**src/rtl/axi4lite_stress_sequencer_if.sv**
```systemverilog
// Bus-side signals between the stress sequencer and the AXI4-Lite random traffic master:
// handshake strobes {R,AR,B,W,AW} flow in, per-channel stall probabilities flow out.
interface axi4lite_stress_sequencer_if #(
  parameter int PROB_W = 8
);
  logic [4:0]        hs;
  logic [PROB_W-1:0] pr_aw_stall;
  logic [PROB_W-1:0] pr_w_stall;
  logic [PROB_W-1:0] pr_b_stall;
  logic [PROB_W-1:0] pr_ar_stall;
  logic [PROB_W-1:0] pr_r_stall;

  modport master (
    input  hs,
    output pr_aw_stall, pr_w_stall, pr_b_stall, pr_ar_stall, pr_r_stall
  );

  modport slave (
    output hs,
    input  pr_aw_stall, pr_w_stall, pr_b_stall, pr_ar_stall, pr_r_stall
  );
endinterface

```
**src/rtl/axi4lite_stress_sequencer.sv**
```systemverilog
// Phase sequencer for AXI4-Lite stress traffic: CLEAN -> STRESS_REQ -> STRESS_RSP -> DRAIN,
// with outstanding-transaction tracking, underflow detection and a hang watchdog.
module axi4lite_stress_sequencer #(
  parameter int                PROB_W    = 8,
  parameter int                CNT_W     = 16,
  parameter int                TIMEOUT_W = 12,
  parameter logic [PROB_W-1:0] PR_HI     = PROB_W'(8'hC0)
) (
  input  logic                 i_clk,
  input  logic                 i_rst_n,
  input  logic                 i_start,
  input  logic                 i_abort,
  input  logic [CNT_W-1:0]     i_phaseTxns,
  input  logic [TIMEOUT_W-1:0] i_timeout,
  axi4lite_stress_sequencer_if.master bus,
  output logic [2:0]           o_state,
  output logic [CNT_W-1:0]     o_nWr,
  output logic [CNT_W-1:0]     o_nRd,
  output logic                 o_protoErr
);

  typedef enum logic [2:0] {
    ST_IDLE  = 3'd0, ST_CLEAN = 3'd1, ST_SREQ = 3'd2, ST_SRSP = 3'd3,
    ST_DRAIN = 3'd4, ST_DONE  = 3'd5, ST_HANG = 3'd6
  } state_t;

  state_t                state_r, state_s;
  logic [CNT_W-1:0]      wr_out_r, wr_out_s, rd_out_r, rd_out_s;
  logic [CNT_W-1:0]      nwr_r, nrd_r, phase_r;
  logic [CNT_W:0]        phase_sum_s;
  logic [TIMEOUT_W-1:0]  wd_r, wd_inc_s;
  logic [PROB_W-1:0]     pr_req_r, pr_req_s, pr_rsp_r, pr_rsp_s;
  logic                  proto_r, wr_err_s, rd_err_s;
  logic                  hs_aw_s, hs_b_s, hs_ar_s, hs_r_s, any_hs_s;
  logic                  active_s, in_phase_s, phase_done_s, wd_exp_s, start_ok_s;

  function automatic logic [CNT_W-1:0] sat_inc(input logic [CNT_W-1:0] v);
    if (v == {CNT_W{1'b1}}) return v;
    else                    return v + {{(CNT_W-1){1'b0}}, 1'b1};
  endfunction

  assign hs_aw_s  = bus.hs[0];
  assign hs_b_s   = bus.hs[2];
  assign hs_ar_s  = bus.hs[3];
  assign hs_r_s   = bus.hs[4];
  assign any_hs_s = |bus.hs;

  assign in_phase_s = (state_r == ST_CLEAN) || (state_r == ST_SREQ) || (state_r == ST_SRSP);
  assign active_s   = in_phase_s || (state_r == ST_DRAIN);
  assign start_ok_s = i_start && ((state_r == ST_IDLE) || (state_r == ST_DONE) || (state_r == ST_HANG));

  assign phase_sum_s  = {1'b0, phase_r} + {{CNT_W{1'b0}}, hs_b_s} + {{CNT_W{1'b0}}, hs_r_s};
  assign phase_done_s = phase_sum_s >= {1'b0, i_phaseTxns};

  // Watchdog expires on the edge where its count would reach the limit; any handshake resets it instead.
  assign wd_inc_s = (wd_r == {TIMEOUT_W{1'b1}}) ? wd_r : wd_r + {{(TIMEOUT_W-1){1'b0}}, 1'b1};
  assign wd_exp_s = active_s && !any_hs_s && (i_timeout != {TIMEOUT_W{1'b0}}) && (wd_inc_s == i_timeout);

  // Outstanding write/read tracking; an unmatched response holds the count at zero and flags an error.
  always_comb begin
    wr_out_s = wr_out_r;
    wr_err_s = 1'b0;
    rd_out_s = rd_out_r;
    rd_err_s = 1'b0;
    if (hs_aw_s && !hs_b_s) begin
      wr_out_s = sat_inc(wr_out_r);
    end else if (hs_b_s && !hs_aw_s) begin
      if (wr_out_r == {CNT_W{1'b0}}) wr_err_s = 1'b1;
      else                           wr_out_s = wr_out_r - {{(CNT_W-1){1'b0}}, 1'b1};
    end else begin
      wr_out_s = wr_out_r;
    end
    if (hs_ar_s && !hs_r_s) begin
      rd_out_s = sat_inc(rd_out_r);
    end else if (hs_r_s && !hs_ar_s) begin
      if (rd_out_r == {CNT_W{1'b0}}) rd_err_s = 1'b1;
      else                           rd_out_s = rd_out_r - {{(CNT_W-1){1'b0}}, 1'b1};
    end else begin
      rd_out_s = rd_out_r;
    end
  end

  // State register.
  always_ff @(posedge i_clk or negedge i_rst_n) begin
    if (!i_rst_n) state_r <= ST_IDLE;
    else          state_r <= state_s;
  end

  // Next state: abort beats phase advance, which beats watchdog expiry.
  always_comb begin
    state_s = state_r;
    case (state_r)
      ST_IDLE, ST_DONE, ST_HANG: begin
        if (i_start) state_s = ST_CLEAN;
        else         state_s = state_r;
      end
      ST_CLEAN, ST_SREQ, ST_SRSP: begin
        if (i_abort)           state_s = ST_DRAIN;
        else if (phase_done_s) state_s = (state_r == ST_CLEAN) ? ST_SREQ :
                                         (state_r == ST_SREQ)  ? ST_SRSP : ST_DRAIN;
        else if (wd_exp_s)     state_s = ST_HANG;
        else                   state_s = state_r;
      end
      ST_DRAIN: begin
        if ((wr_out_s == {CNT_W{1'b0}}) && (rd_out_s == {CNT_W{1'b0}})) state_s = ST_DONE;
        else if (wd_exp_s)                                              state_s = ST_HANG;
        else                                                            state_s = state_r;
      end
      default: state_s = ST_IDLE;
    endcase
  end

  // Probability outputs decoded from the next state so they change on the same edge as the state.
  always_comb begin
    pr_req_s = {PROB_W{1'b0}};
    pr_rsp_s = {PROB_W{1'b0}};
    case (state_s)
      ST_SREQ: pr_req_s = PR_HI;
      ST_SRSP: pr_rsp_s = PR_HI;
      default: begin
        pr_req_s = {PROB_W{1'b0}};
        pr_rsp_s = {PROB_W{1'b0}};
      end
    endcase
  end

  // Counters, sticky error flag and registered probability outputs.
  always_ff @(posedge i_clk or negedge i_rst_n) begin
    if (!i_rst_n) begin
      pr_req_r <= {PROB_W{1'b0}};
      pr_rsp_r <= {PROB_W{1'b0}};
      wr_out_r <= {CNT_W{1'b0}};
      rd_out_r <= {CNT_W{1'b0}};
      nwr_r    <= {CNT_W{1'b0}};
      nrd_r    <= {CNT_W{1'b0}};
      phase_r  <= {CNT_W{1'b0}};
      wd_r     <= {TIMEOUT_W{1'b0}};
      proto_r  <= 1'b0;
    end else begin
      pr_req_r <= pr_req_s;
      pr_rsp_r <= pr_rsp_s;
      wr_out_r <= wr_out_s;
      rd_out_r <= rd_out_s;
      proto_r  <= proto_r || wr_err_s || rd_err_s;
      if (start_ok_s) begin
        nwr_r <= {CNT_W{1'b0}};
        nrd_r <= {CNT_W{1'b0}};
      end else begin
        nwr_r <= hs_b_s ? sat_inc(nwr_r) : nwr_r;
        nrd_r <= hs_r_s ? sat_inc(nrd_r) : nrd_r;
      end
      if ((state_s != state_r) || !in_phase_s) phase_r <= {CNT_W{1'b0}};
      else                                     phase_r <= phase_sum_s[CNT_W-1:0];
      if ((state_s != state_r) || any_hs_s) wd_r <= {TIMEOUT_W{1'b0}};
      else if (active_s)                    wd_r <= wd_inc_s;
      else                                  wd_r <= wd_r;
    end
  end

  assign bus.pr_aw_stall = pr_req_r;
  assign bus.pr_w_stall  = pr_req_r;
  assign bus.pr_ar_stall = pr_req_r;
  assign bus.pr_b_stall  = pr_rsp_r;
  assign bus.pr_r_stall  = pr_rsp_r;
  assign o_state         = state_r;
  assign o_nWr           = nwr_r;
  assign o_nRd           = nrd_r;
  assign o_protoErr      = proto_r;

endmodule

```
**src/flat_wrapper.sv**
```systemverilog
// flat-port wrapper written by rule: the top's interface ports become plain ports
module axi4lite_stress_sequencer_flat 
#(
  parameter int                PROB_W    = 8,
  parameter int                CNT_W     = 16,
  parameter int                TIMEOUT_W = 12,
  parameter logic [PROB_W-1:0] PR_HI     = PROB_W'(8'hC0)
)
  (i_clk, i_rst_n, i_start, i_abort, i_phaseTxns, i_timeout, o_state, o_nWr, o_nRd, o_protoErr, bus_hs, bus_pr_aw_stall, bus_pr_w_stall, bus_pr_b_stall, bus_pr_ar_stall, bus_pr_r_stall);
  axi4lite_stress_sequencer_if #(.PROB_W(PROB_W)) bus_i ();
  input  logic i_clk;
  input  logic i_rst_n;
  input  logic i_start;
  input  logic i_abort;
  input  logic [CNT_W-1:0] i_phaseTxns;
  input  logic [TIMEOUT_W-1:0] i_timeout;
  output logic [2:0] o_state;
  output logic [CNT_W-1:0] o_nWr;
  output logic [CNT_W-1:0] o_nRd;
  output logic o_protoErr;
  input wire logic [$bits(bus_i.hs)-1:0] bus_hs;
  output wire logic [$bits(bus_i.pr_aw_stall)-1:0] bus_pr_aw_stall;
  output wire logic [$bits(bus_i.pr_w_stall)-1:0] bus_pr_w_stall;
  output wire logic [$bits(bus_i.pr_b_stall)-1:0] bus_pr_b_stall;
  output wire logic [$bits(bus_i.pr_ar_stall)-1:0] bus_pr_ar_stall;
  output wire logic [$bits(bus_i.pr_r_stall)-1:0] bus_pr_r_stall;
  assign bus_i.hs = bus_hs;
  assign bus_pr_aw_stall = bus_i.pr_aw_stall;
  assign bus_pr_w_stall = bus_i.pr_w_stall;
  assign bus_pr_b_stall = bus_i.pr_b_stall;
  assign bus_pr_ar_stall = bus_i.pr_ar_stall;
  assign bus_pr_r_stall = bus_i.pr_r_stall;
  axi4lite_stress_sequencer #(.PROB_W(PROB_W), .CNT_W(CNT_W), .TIMEOUT_W(TIMEOUT_W), .PR_HI(PR_HI)) u_core (.i_clk(i_clk), .i_rst_n(i_rst_n), .i_start(i_start), .i_abort(i_abort), .i_phaseTxns(i_phaseTxns), .i_timeout(i_timeout), .bus(bus_i), .o_state(o_state), .o_nWr(o_nWr), .o_nRd(o_nRd), .o_protoErr(o_protoErr));
endmodule
```
**config.mk**
```make
export PLATFORM = sky130hd
export DESIGN_NAME = axi4lite_stress_sequencer_flat
export DESIGN_NICKNAME = d
export VERILOG_FILES = /design/src/rtl/axi4lite_stress_sequencer_if.sv /design/src/rtl/axi4lite_stress_sequencer.sv /design/src/flat_wrapper.sv
export SDC_FILE = /design/constraint.sdc
export NUM_CORES = 1
export LEC_CHECK = 0
export CAP_MARGIN = 10
export CORE_AREA = 2 2 122 112
export DETAILED_ROUTE_END_ITERATION = 7
export DIE_AREA = 0 0 124 114
export PLACE_DENSITY = 0.93
export SYNTH_ARGS = -nofsm -noshare
export SYNTH_HDL_FRONTEND = slang
export SYNTH_SLANG_ARGS = --single-unit
```
**constraint.sdc**
```tcl
create_clock -name i_clk -period 11.8 [get_ports i_clk]
set_input_delay 2.36 -clock i_clk [delete_from_list [all_inputs] [get_ports i_clk]]
set_output_delay 2.36 -clock i_clk [all_outputs]
set_load 0.02 [all_outputs]
```
**After elaboration in Yosys (flattened, before gate mapping)**

Index checks and enable logic that the tools add are counted.

- Add/sub/neg operators: 9
- Multipliers: 0
- Div/mod/pow operators: 0
- Magnitude comparators: 1
- Equal/unequal tests: 17
- Shift operators: 0
- Mux-type cells: 34
- Bitwise gates (word level): 0
- Reduce and logical (&&, ||, !) cells: 38

Operator list:

| cell | number |
|---|---|
| 16-bit 2-to-1 mux | 15 |
| 16-bit by 1-bit adder with 16-bit output, second input constant | 4 |
| 16-bit == test, second input constant | 4 |
| 16-bit zero test | 4 |
| 12-bit 2-to-1 mux | 3 |
| 16-bit by 1-bit subtractor with 16-bit output, second input constant | 2 |
| 3-bit 2-to-1 mux | 7 |
| 16-bit by 1-bit adder with 17-bit output | 1 |
| 17-bit by 1-bit adder with 17-bit output | 1 |
| 17-bit by 16-bit greater-or-equal comparator with 1-bit output | 1 |
| 8-bit 2-to-1 mux | 2 |
| 12-bit by 1-bit adder with 12-bit output, second input constant | 1 |
| 12-bit == test | 1 |
| 12-bit == test, second input constant | 1 |
| 3-bit by 2-bit == test with 1-bit output, second input constant | 4 |
| 12-bit nonzero test | 1 |
| 3-bit == test, second input constant | 3 |
| 1-bit logical AND | 9 |
| 1-bit logical OR | 9 |
| 3-bit case mux with 3 select lines | 1 |
| 1-bit zero test | 6 |
| 1-bit 2-to-1 mux | 6 |
| 2-bit nonzero test | 3 |
| 3-bit OR reduction | 2 |
| other kinds (6) | 8 |

- Flip-flop bits (word level): 112
- Bits in latches: 0
- RAM bits: 0
- Bits in read-only memories: 0
- Input port bits: 37
- Memories kept: 0

**Longest topological paths before layout**

Gate-level depths: netlist of run 1.

- Word-level depth: 14
- Gate-level depth with buffers: 17
- Depth with buffers taken out: 16

**Worst setup path before layout of run 1**

No wires, ideal clock.

- Path kind: input port to flip-flop
- From: input bus_hs[2]
- To: register u_core.wd_r[1]
- Setup time: 0.080 ns
- Arrival time: 5.431 ns
- Data required time: 11.720 ns
- Slack: 6.289 ns
- Cell stages on the path: 17
- Path buffers: 2
- Path through: fa_1 ha_1 nand3_1 nor2_1 nand3_1 xnor2_1 ha_1 a21o_1 a21o_1 a21oi_1 o211ai_1 a21oi_1 and3_1 clkbuf_1 o221ai_1 buf_4 nor3_2

- Longest elaborated chain between the ends: 12
- Elaborated cells on any way between the ends: 24

Ends and longest elaborated chain:

| what | line | text |
|---|---|---|
| start: declaration | flat_wrapper.sv:21 | `input wire logic [$bits(bus_i.hs)-1:0] bus_hs;` |
| branches (longest 10 deep; another with 16-bit by 1-bit adder with 17-bit output) | - |  |
| 1-bit logical OR (*) | axi4lite_stress_sequencer.sv:154 | `if ((state_s != state_r) \|\| any_hs_s) wd_r <= {TIMEOUT_W{1'b0}};` |
| 12-bit 2-to-1 mux / 2-bit nonzero test (equally long branches) | - |  |
| end signal: assignment | axi4lite_stress_sequencer.sv:154 |  |
| end signal: assignment | axi4lite_stress_sequencer.sv:155 | `else if (active_s) wd_r <= wd_inc_s;` |
| end signal: assignment | axi4lite_stress_sequencer.sv:156 | `else wd_r <= wd_r;` |
| end: declaration | axi4lite_stress_sequencer.sv:31 | `logic [TIMEOUT_W-1:0] wd_r, wd_inc_s;` |

Every way passes the cells marked *.
A chain may end at the register's enable or synchronous reset.

**Worst setup path in the final report of run 1**

- From: input bus_hs[4]
- To: register u_core.wd_r[8]

- Longest elaborated chain between the ends: 12
- Elaborated cells on any way between the ends: 23

Ends and longest elaborated chain:

| what | line |
|---|---|
| branches (longest 10 deep; another with 17-bit by 1-bit adder with 17-bit output) | - |
| 1-bit logical OR (*) | axi4lite_stress_sequencer.sv:154 |
| 12-bit 2-to-1 mux / 2-bit nonzero test (equally long branches) | - |

Marks and branches as above.

==> out/qor.yml, run 1 <==
status: "finished, final reports clean"
required_ns: 12.06
cts_resized: 0
yosys_warnings: 0
grt_max_degree: 59
post-cts-setup-buffers: 0
diodes: 0
cpPeakStageDelay_ns: 0.78
clk-insertion-delay-late_ns: 0.35
die_y_um: 114
drt-total-wl_mm: 19.1
period_needed_ns: 6.70
setup_viol: 0
grt_pass1_vias: 6358
async_flop_share_pct: 100
fin_skew_ns: 0.00767
ys.flop_type: "dfrtp_1"
crit_start: "bus_hs[4]"
rows: 40
syn_area_per_cell_um2: 8.52
synth_cell_types: 76
power_density_mw_per_mm2: 147
post_drt_wl_per_cell_um: 17.2
dpl-instance-area_mm2: 0.00833
root_buffer: "clkbuf_16"
fin_crit_sh_pct: 56.8
reg2regPathDepth: 10
hold_buffers: 0
cts_buffers: 9
synthTopCellsByArea: "dfrtp_1 32%, ha_1 4.3%, xnor2_1 4.0%"
endpoint: "u_core.wd_r[8]$_DFFE_PN0P_"
ctsHtreeMaxLevel: 3
fillers: 1046
crit_slowest_cell: "clkdlybuf4s50_1"
hold_viol: 0
routabilityCongestion: 0.964
p_leak_nw: 3.58
fin_nets: 1007
hold_start: "u_core.o_protoErr$_DFF_PN0_"
drtIter0Drc: 724
r2r_slack_ns: 7.48
critPathArrivalTime_ns: 6.96
path_cells: "clkdlybuf4s50_1, fa_1, ha_1, nand3_1, nor2_1, nand3_1, xnor2_1, ha_1, a21o_1, a21o_1, a21oi_1, o211ai_1, a21oi_1, and3_1, o221ai_1, buf_4, nor3_2"
track_usage_pct: 27.4
tns_ns: 0
cap_viol_max_count: 0
timing.rr.start: "u_core.rd_out_r[0]$_DFF_PN0_"
clk_pin_slew_ns: 0.07
clock_sinks: 98
grt_overflow: 0
ys_seq_area_share_pct: 32.1
ys_ff_latch: 98
hpwl_mm: 14.1
synth_top_cell_area_share_pct: 32.1
slew_headroom_pct: 39.3
synthCells: 896
rsz0062_at_grt: "false"
crit_type: "in -> reg"
synth_top_area_cell: "dfrtp_1"
path_max_fanout: 17
layout-drive-gt1-share_pct: 5.91
die-area_mm2: 0.0141
max_freq_mhz: 149
netlist_area_mm2: 0.00763
synth_common_cells: "98 x dfrtp_1, 78 x nor2_1, 55 x nand2_1, 42 x nand3_1, 40 x inv_1"
post-route-drc-count: 0
antenna_found_initial: 0
r2r_end: "u_core.bus.pr_ar_stall[6]$_DFF_PN0_"
cp-end-kind: "register"
postRouteAntennaNets: 0
core_mm2: 0.0130
fin_area_mm2: 0.00865
io_pins: 113
grt_first_pass_wirelength_mm: 31.0
cts-root-to-sink-buffers: 2
area_growth_pct: 13.4
start_kind: "input pin"
synth.most_common_cell: "dfrtp_1"
firstDrtPassIters: 5
vias: 6975
die_x_um: 124
tritoncts: "built"
viasPerCell: 6.26
hp-class: "reg -> reg"
ir_drop_mv: 0.106
worstMarginPinSlew_ns: 0.899
start_util_pct: 58.6
portBuffers: 82
finalMaxSlewViolations: 0
synth-edff-count: 0
-- state kept, by name, indices dropped and copies added (netlist names) --
| name | cells |
|---|---|
| u_core.o_state | 3 |
| u_core.wr_out_r | 16 |
| u_core.o_nRd | 16 |
| u_core.phase_r | 16 |
| u_core.o_protoErr | 1 |
| u_core.bus.pr_ar_stall | 1 |
| u_core.o_nWr | 16 |
| u_core.wd_r | 12 |
| u_core.bus.pr_b_stall | 1 |
| u_core.rd_out_r | 16 |
-- cells in the final DEF, fill, tap and decap left out, types with 30 or more instances in the layout --
cell type,instances
dfrtp_1,98
clkdlybuf4s50_1,81
nor2_1,78
nand2_1,55
nand3_1,42
inv_1,40
nand4_1,36
xnor2_1,35
and2_1,33
o21ai_0,31
xor2_1,30
conb_1,30
-- metal layers --
layer  track usage, %  part of all wire [%]  up-vias
met3             5.35                   8.8       36
li1                 -                     -     3309
met2             41.7                    44      357
met5                0                     0        -
met4             7.34                   1.7        0
met1             40.1                    45     3273
-- power breakdown --
group          switching [W]  total (W)  internal [W]
registers           0.000123   0.000515      0.000393
clock network       0.000130   0.000315      0.000186
logic               0.000260   0.000443      0.000183
total               0.000512    0.00127      0.000761
-- cell type report --
class / count / area [um2] / area share, %
clock buffers: 9 / 225 / 2.60
repair buffers: 86 / 848 / 9.81
clock inverters: 6 / 91.3 / 1.06
inverters: 40 / 150 / 1.74
flip-flops and latches: 98 / 2450 / 28.3
well taps: 168 / 210 / 2.43
multi-input cells: 708 / 4670 / 54.0
-- worst min path at each step --
| stage | to | slack, ns | cells after the start |
|---|---|---|---|
| after floorplan | u_core.wr_out_r[6]$_DFF_PN0_ | 0.51 | 1 |
| after global placement | u_core.o_protoErr$_DFF_PN0_ | 0.50 | 2 |
| after detailed placement | u_core.o_protoErr$_DFF_PN0_ | 0.52 | 2 |
| after CTS | u_core.o_protoErr$_DFF_PN0_ | 0.54 | 2 |
| after global routing | u_core.o_protoErr$_DFF_PN0_ | 0.56 | 2 |
| final | u_core.o_protoErr$_DFF_PN0_ | 0.52 | 2 |
-- worst max-delay path: cells and delay by family --
family / cells / cell delay [ns]
compound gates: 6 / 1.23
buf+inv: 2 / 1.01
fa+ha+maj: 3 / 0.82
xor+xnor: 1 / 0.20
simple gates: 5 / 1.32
-- metrics by stage --
stage / instances / hold WS (ns) / setup WS, ns / power [W] / utilization (%)
5_1_grt: 1115 / 0.556 / 4.65 / 0.00135 / 66.5
3_5_place_dp: 1100 / 0.521 / 4.86 / 0.000948 / 64.0
3_3_place_gp: 1100 / 0.502 / 5.02 / 0.000936 / 64.0
2_1_floorplan: 925 / 0.514 / 6.29 / 0.000814 / -
4_1_cts: 1115 / 0.536 / 5.18 / 0.00127 / 66.5
6_report: 1115 / 0.517 / 5.10 / 0.00127 / 66.5
-- kinds of logic (layout without fill, tap and decap cells) --
family          count (synthesis)  count (layout)  synth area share, %
mux                            11              11                 1.44
flops                          98              98                 32.1
simple gates                  422             422                 32.0
fa+ha+maj                      27              27                 4.53
other cells                     1              30               0.0491
xor+xnor                       65              65                 7.46
compound gates                153             153                 14.3
buf+inv                       119             141                 8.07
No activity file was read; power rests on OpenSTA's default activity.
==> inputs of run 2 (changes only) <==
--- a/config.mk
+++ b/config.mk
@@ -6,10 +6,10 @@
 export NUM_CORES = 1
 export LEC_CHECK = 0
 export CAP_MARGIN = 10
-export CORE_AREA = 2 2 122 112
+export CORE_AREA = 2 2 134 123
 export DETAILED_ROUTE_END_ITERATION = 7
-export DIE_AREA = 0 0 124 114
-export PLACE_DENSITY = 0.93
+export DIE_AREA = 0 0 136 125
+export PLACE_DENSITY = 0.83
 export SYNTH_ARGS = -nofsm -noshare
 export SYNTH_HDL_FRONTEND = slang
 export SYNTH_SLANG_ARGS = --single-unit
==> constraint.sdc (replaced) <==
create_clock -name i_clk -period 6.1 [get_ports i_clk]
set_input_delay 1.22 -clock i_clk [delete_from_list [all_inputs] [get_ports i_clk]]
set_output_delay 1.22 -clock i_clk [all_outputs]
set_load 0.02 [all_outputs]
==> out/qor.yml, run 2 (synthesis results as in run 1) <==
status: "finished, final reports clean"
multi_input_area_mm2: 0.00467  # unchanged
drtIter0Drc: 648  # -10%
firstDrtPassIters: 5  # unchanged
tns_ns: 0  # unchanged
root_buffer: "clkbuf_16"
fillers: 1445  # +38%
die_x_um: 136  # +9.7%
p_leak_nw: 3.59  # +0.31%
path_cells: "clkdlybuf4s50_1, fa_1, ha_1, nand3_1, nor2_1, nand3_1, xnor2_1, ha_1, a21o_1, a21o_1, a21oi_1, o211ai_1, a21oi_1, o211ai_1, or3b_2, nand2_1, nor3b_1"
worstMarginPinSlew_ns: 0.848  # -0.0514 ns
clk-insertion-delay-late_ns: 0.37  # +0.02 ns
switching_power_w: 0.00102  # +100%
diodes: 0  # unchanged
routabilityCongestion: 0.951  # -1.3%
period_needed_ns: 5.20
ir_drop_mv: 0.152  # +44%
drt-total-wl_mm: 19.6  # +2.3%
area_growth_pct: 14.1
hp-class: "reg -> reg"
p_int_w: 0.00144  # +89%
ctsHtreeMaxLevel: 3  # unchanged
hold_buffers: 0  # unchanged
start_util_pct: 48.5  # -10 points
start_kind: "input pin"
power.total_w: 0.00247  # +94%
stdcell_count: 1157  # +3.8%
clk_pin_slew_ns: 0.08  # about the same
grt_max_degree: 64  # +8.5%
die-area_mm2: 0.0170  # +20%
post-route-drc-count: 0  # unchanged
cts_buffers: 9  # unchanged
power_density_mw_per_mm2: 283  # +92%
hpwl_mm: 14.5  # +2.5%
post-cts-setup-buffers: 0  # unchanged
required_ns: 6.33  # -5.73 ns
io_pins: 113  # unchanged
postRouteAntennaNets: 0  # unchanged
cpPeakStageDelay_ns: 0.66  # -0.12 ns
layout-drive-gt1-share_pct: 6.21  # +0.30 points
seqPwrFrac_pct: 40.3  # -0.2 points
tritoncts: "built"
seq_area_mm2: 0.00245  # unchanged
layout_common_cells: "98 x dfrtp_1, 81 x clkdlybuf4s50_1, 78 x nor2_1"
crit_buf_inv: 1  # -1
track_usage_pct: 23.1  # -4.3 points
grt_first_pass_wirelength_mm: 31.9  # +2.7%
fin_skew_ns: 0.00784  # +0.000162 ns
grt_pass1_vias: 6423  # +1.0%
final_common_cell: "dfrtp_1"
combPwrFrac_pct: 35.1  # +0.3 points
pwr-share-clk_pct: 24.6  # about the same
cp_top_family: "simple AND/OR/NAND/NOR gates"
fin_nets: 1009  # +0.20%
critPathArrivalTime_ns: 5.42  # -1.54 ns
holdWs_ns: 0.514  # -0.00291 ns
switching_share_pct: 41.6  # +1.3 points
die_y_um: 125  # +9.6%
path_max_fanout: 9  # -8
crit_slowest_cell: "clkdlybuf4s50_1"
antenna_found_initial: 0  # unchanged
portBuffers: 82  # unchanged
slew_headroom_pct: 42.7  # +3.5 points
clock_sinks: 98  # unchanged
viasPerCell: 6.03  # -3.6%
hold_viol: 0  # unchanged
cts-root-to-sink-buffers: 2  # unchanged
rsz0062_at_grt: "false"
max_freq_mhz: 192
crit_type: "in -> reg"
rows: 44  # +10%
grt_overflow: 0  # unchanged
post_drt_wl_per_cell_um: 16.9  # -1.4%
fin_crit_sh_pct: 85.2
utilization_pct: 55.3  # -11 points
setup_viol: 0  # unchanged
vias: 6976  # +0.014%
cts_resized: 0  # unchanged
core_mm2: 0.0157  # +21%
dp_cells: 1141  # +3.7%
cap_viol_max_count: 0  # unchanged
finalMaxSlewViolations: 0  # unchanged
cp-end-kind: "register"
[run 2: changes by cell type in the layout (fill, tap and decap cells not counted), sizes merged]
cell	delta
clkinvlp	-1
buf	+2
bufinv	-1
inv	+3
[run 2: per-stage QoR]
stage,worst slack (ns),cell area [um2]
4_1_cts,0.901,8710
2_1_floorplan,1.73,7740
3_3_place_gp,0.683,8400
3_5_place_dp,0.529,8400
6_report,0.905,8710
5_1_grt,0.371,8710
[run 2: tightest hold or removal path, stage by stage, from the launching register on]
cell and delay (ns):
dfrtp_1 0.36, a21oi_1 0.04, o21ai_0 0.07
[run 2: worst paths after layout]
path                                                        to                    startpoint  cells past startpoint  slack, ns
setup / recovery           u_core.bus.pr_ar_stall[6]$_DFF_PN0_                     bus_hs[2]                     17       0.90
hold / removal                     u_core.o_protoErr$_DFF_PN0_   u_core.o_protoErr$_DFF_PN0_                      2       0.51
setup reg to reg           u_core.bus.pr_ar_stall[6]$_DFF_PN0_  u_core.rd_out_r[0]$_DFF_PN0_                     10       1.81
hold reg to reg                    u_core.o_protoErr$_DFF_PN0_   u_core.o_protoErr$_DFF_PN0_                      2       0.51
max in group asynchronous          u_core.o_nWr[1]$_DFFE_PN0P_                       i_rst_n                      2       4.15
min in group asynchronous         u_core.phase_r[11]$_DFF_PN0_                       i_rst_n                      1       0.97
[run 2: area by class of cell]
type,count,area share (%)
Tap cell,207,2.97
Sequential cell,98,28.2
Inverter,40,1.72
Clock inverter,7,0.949
Multi-Input combinational cell,708,53.7
Timing Repair Buffer,88,9.92
Clock buffer,9,2.59
[run 2: power groups by stage]
stage	clock (W)	sequential [W]	combinational (W)
5_1_grt	0.000640	0.00102	0.000949
6_report	0.000606	0.000993	0.000867
4_1_cts	0.000620	0.000987	0.000858
3_3_place_gp	0	0.000994	0.000833
3_5_place_dp	0	0.000997	0.000851
2_1_floorplan	0	0.000911	0.000663
[run 2: metal layers]
layer	wire, um	track usage (%)	share of wire [%]
met1	8730	32.2	45
met2	9070	36.5	46
met3	1380	4.62	7.1
met4	394	6.43	2.0
met5	0	0	0
==> inputs of run 3 (changes only) <==
--- a/config.mk
+++ b/config.mk
@@ -6,10 +6,11 @@
 export NUM_CORES = 1
 export LEC_CHECK = 0
 export CAP_MARGIN = 10
-export CORE_AREA = 2 2 134 123
+export CORE_AREA = 2 2 127 116
 export DETAILED_ROUTE_END_ITERATION = 7
-export DIE_AREA = 0 0 136 125
-export PLACE_DENSITY = 0.83
+export DIE_AREA = 0 0 129 118
+export PLACE_DENSITY = 0.88
+export RECOVER_POWER = 100
 export SYNTH_ARGS = -nofsm -noshare
 export SYNTH_HDL_FRONTEND = slang
 export SYNTH_SLANG_ARGS = --single-unit
==> constraint.sdc (replaced) <==
create_clock -name i_clk -period 5.4 [get_ports i_clk]
set_input_delay 1.08 -clock i_clk [delete_from_list [all_inputs] [get_ports i_clk]]
set_output_delay 1.08 -clock i_clk [all_outputs]
set_load 0.02 [all_outputs]
==> out/qor.yml, run 3 (synthesis results as in run 1) <==
status: "finished, violations left"
setup_viol: 0  # unchanged
layout-drive-gt1-share_pct: 4.93  # -1.3 points
hp-class: "reg -> reg"
area_growth_pct: 13.3
io_pins: 113  # unchanged
finalMaxSlewViolations: 64  # +64
drtIter0Drc: 794  # +23%
grt_first_pass_wirelength_mm: 31.6  # -0.89%
clock_sinks: 98  # unchanged
fin_skew_ns: 0.00686  # -0.000981 ns
viasPerCell: 6.07  # +0.63%
diodes: 0  # unchanged
hpwl_mm: 14.4  # -0.77%
start_util_pct: 54.9  # +6.4 points
required_ns: 5.62  # -0.71 ns
p_leak_nw: 3.71  # +3.4%
track_usage_pct: 25.5  # +2.4 points
crit_type: "in -> reg"
fin_crit_sh_pct: 95.0
routabilityCongestion: 0.962  # +1.1%
cts_resized: 0  # unchanged
cap_viol_max_count: 1  # +1
post-cts-setup-buffers: 0  # unchanged
ctsHtreeMaxLevel: 3  # unchanged
portBuffers: 82  # unchanged
stdcell_count: 1146  # -0.95%
clk-insertion-delay-late_ns: 0.35  # -0.02 ns
post_drt_wl_per_cell_um: 16.9  # -0.29%
die_x_um: 129  # -5.1%
cts_buffers: 9  # unchanged
tritoncts: "built"
hold_viol: 0  # unchanged
dp_slack_ns: 0.242  # -0.287 ns
core_mm2: 0.0139  # -12%
critPathArrivalTime_ns: 5.34  # -0.08 ns
antenna_found_initial: 0  # unchanged
ir_drop_mv: 0.258  # +69%
rsz0062_at_grt: "false"
utilization_pct: 62.2  # +6.9 points
firstDrtPassIters: 6  # +1
drt-total-wl_mm: 19.3  # -1.2%
die_y_um: 118  # -5.6%
vias: 6953  # -0.33%
hold_buffers: 0  # unchanged
layout_common_cells: "98 x dfrtp_1, 78 x nor2_1, 55 x nand2_1"
root_buffer: "clkbuf_16"
worst_slack_ns: 0.273  # -0.632 ns
final_common_cell: "dfrtp_1"
slew_headroom_pct: -120  # -160 points
rows: 41  # -6.8%
tns_ns: 0  # unchanged
path_max_fanout: 9  # unchanged
violations: "max-capacitance violations, max-slew violations"
period_needed_ns: 5.13
grt_overflow: 0  # unchanged
grt_pass1_vias: 6381  # -0.65%
max_freq_mhz: 195
worstMarginPinSlew_ns: 3.30  # +2.45 ns
grt_max_degree: 64  # unchanged
die-area_mm2: 0.0152  # -10%
fin_nets: 1012  # +0.30%
cts-root-to-sink-buffers: 2  # unchanged
start_kind: "input pin"
post-route-drc-count: 0  # unchanged
power_density_mw_per_mm2: 317  # +12%
clk_pin_slew_ns: 0.07  # about the same
cp-end-kind: "register"
postRouteAntennaNets: 0  # unchanged
dp_cells: 1130  # -0.96%
## run 3: critical path, stage by stage
cell           delay, ns
dlygate4sd3_1       0.70
clkbuf_1            0.44
nor4b_4             0.47
nand4b_1            0.27
or4_1               0.56
o211ai_1            0.10
nand2_1             0.09
or4_1               0.56
or4_4               0.48
o311ai_0            0.50
nor3b_1             0.10
## run 3: final timing paths
check | start | endpoint | slack (ns) | cells after the start
max in group asynchronous | i_rst_n | u_core.o_nWr[1]$_DFFE_PN0P_ | 1.36 | 2
min in group asynchronous | i_rst_n | u_core.phase_r[9]$_DFF_PN0_ | 1.82 | 1
worst max register to register | u_core.wr_out_r[0]$_DFF_PN0_ | u_core.bus.pr_ar_stall[6]$_DFF_PN0_ | 1.11 | 11
worst max-delay path | bus_hs[4] | u_core.bus.pr_ar_stall[6]$_DFF_PN0_ | 0.27 | 11
worst min register to register | u_core.o_protoErr$_DFF_PN0_ | u_core.o_protoErr$_DFF_PN0_ | 0.53 | 2
worst min-delay path | u_core.o_protoErr$_DFF_PN0_ | u_core.o_protoErr$_DFF_PN0_ | 0.53 | 2
## run 3: report_power, final
part / internal [W] / switching, W
sequential: 0.000859 / 0.000265
clock: 0.000375 / 0.000287
combinational: 0.000386 / 0.000570
total: 0.00162 / 0.00112
## run 3: per-stage QoR
stage	total power, W	area [um2]	hold slack, ns
after CTS	0.00276	8710	0.531
after global routing	0.00291	8640	0.553
final	0.00274	8640	0.526
after global placement	0.00207	8400	0.528
after detailed placement	0.00209	8400	0.515
after floorplan	0.00178	7740	0.514
## run 3: final cells by class
type	count	area, um2
clock buffer	11	243
fill	1207	5260
tap	193	241
inverter	40	150
clock inverter	5	62.6
multi-input combinational	708	4630
timing repair buffer	91	865
sequential	98	2450
## run 3: routing by layer
metal  share of wire [%]  track usage [%]  wire, um
met4                 1.9             7.95       376
met2                  46             40.1      8940
met5                   0                0         0
met3                 7.8             5.09      1510
met1                  44             35.2      8510
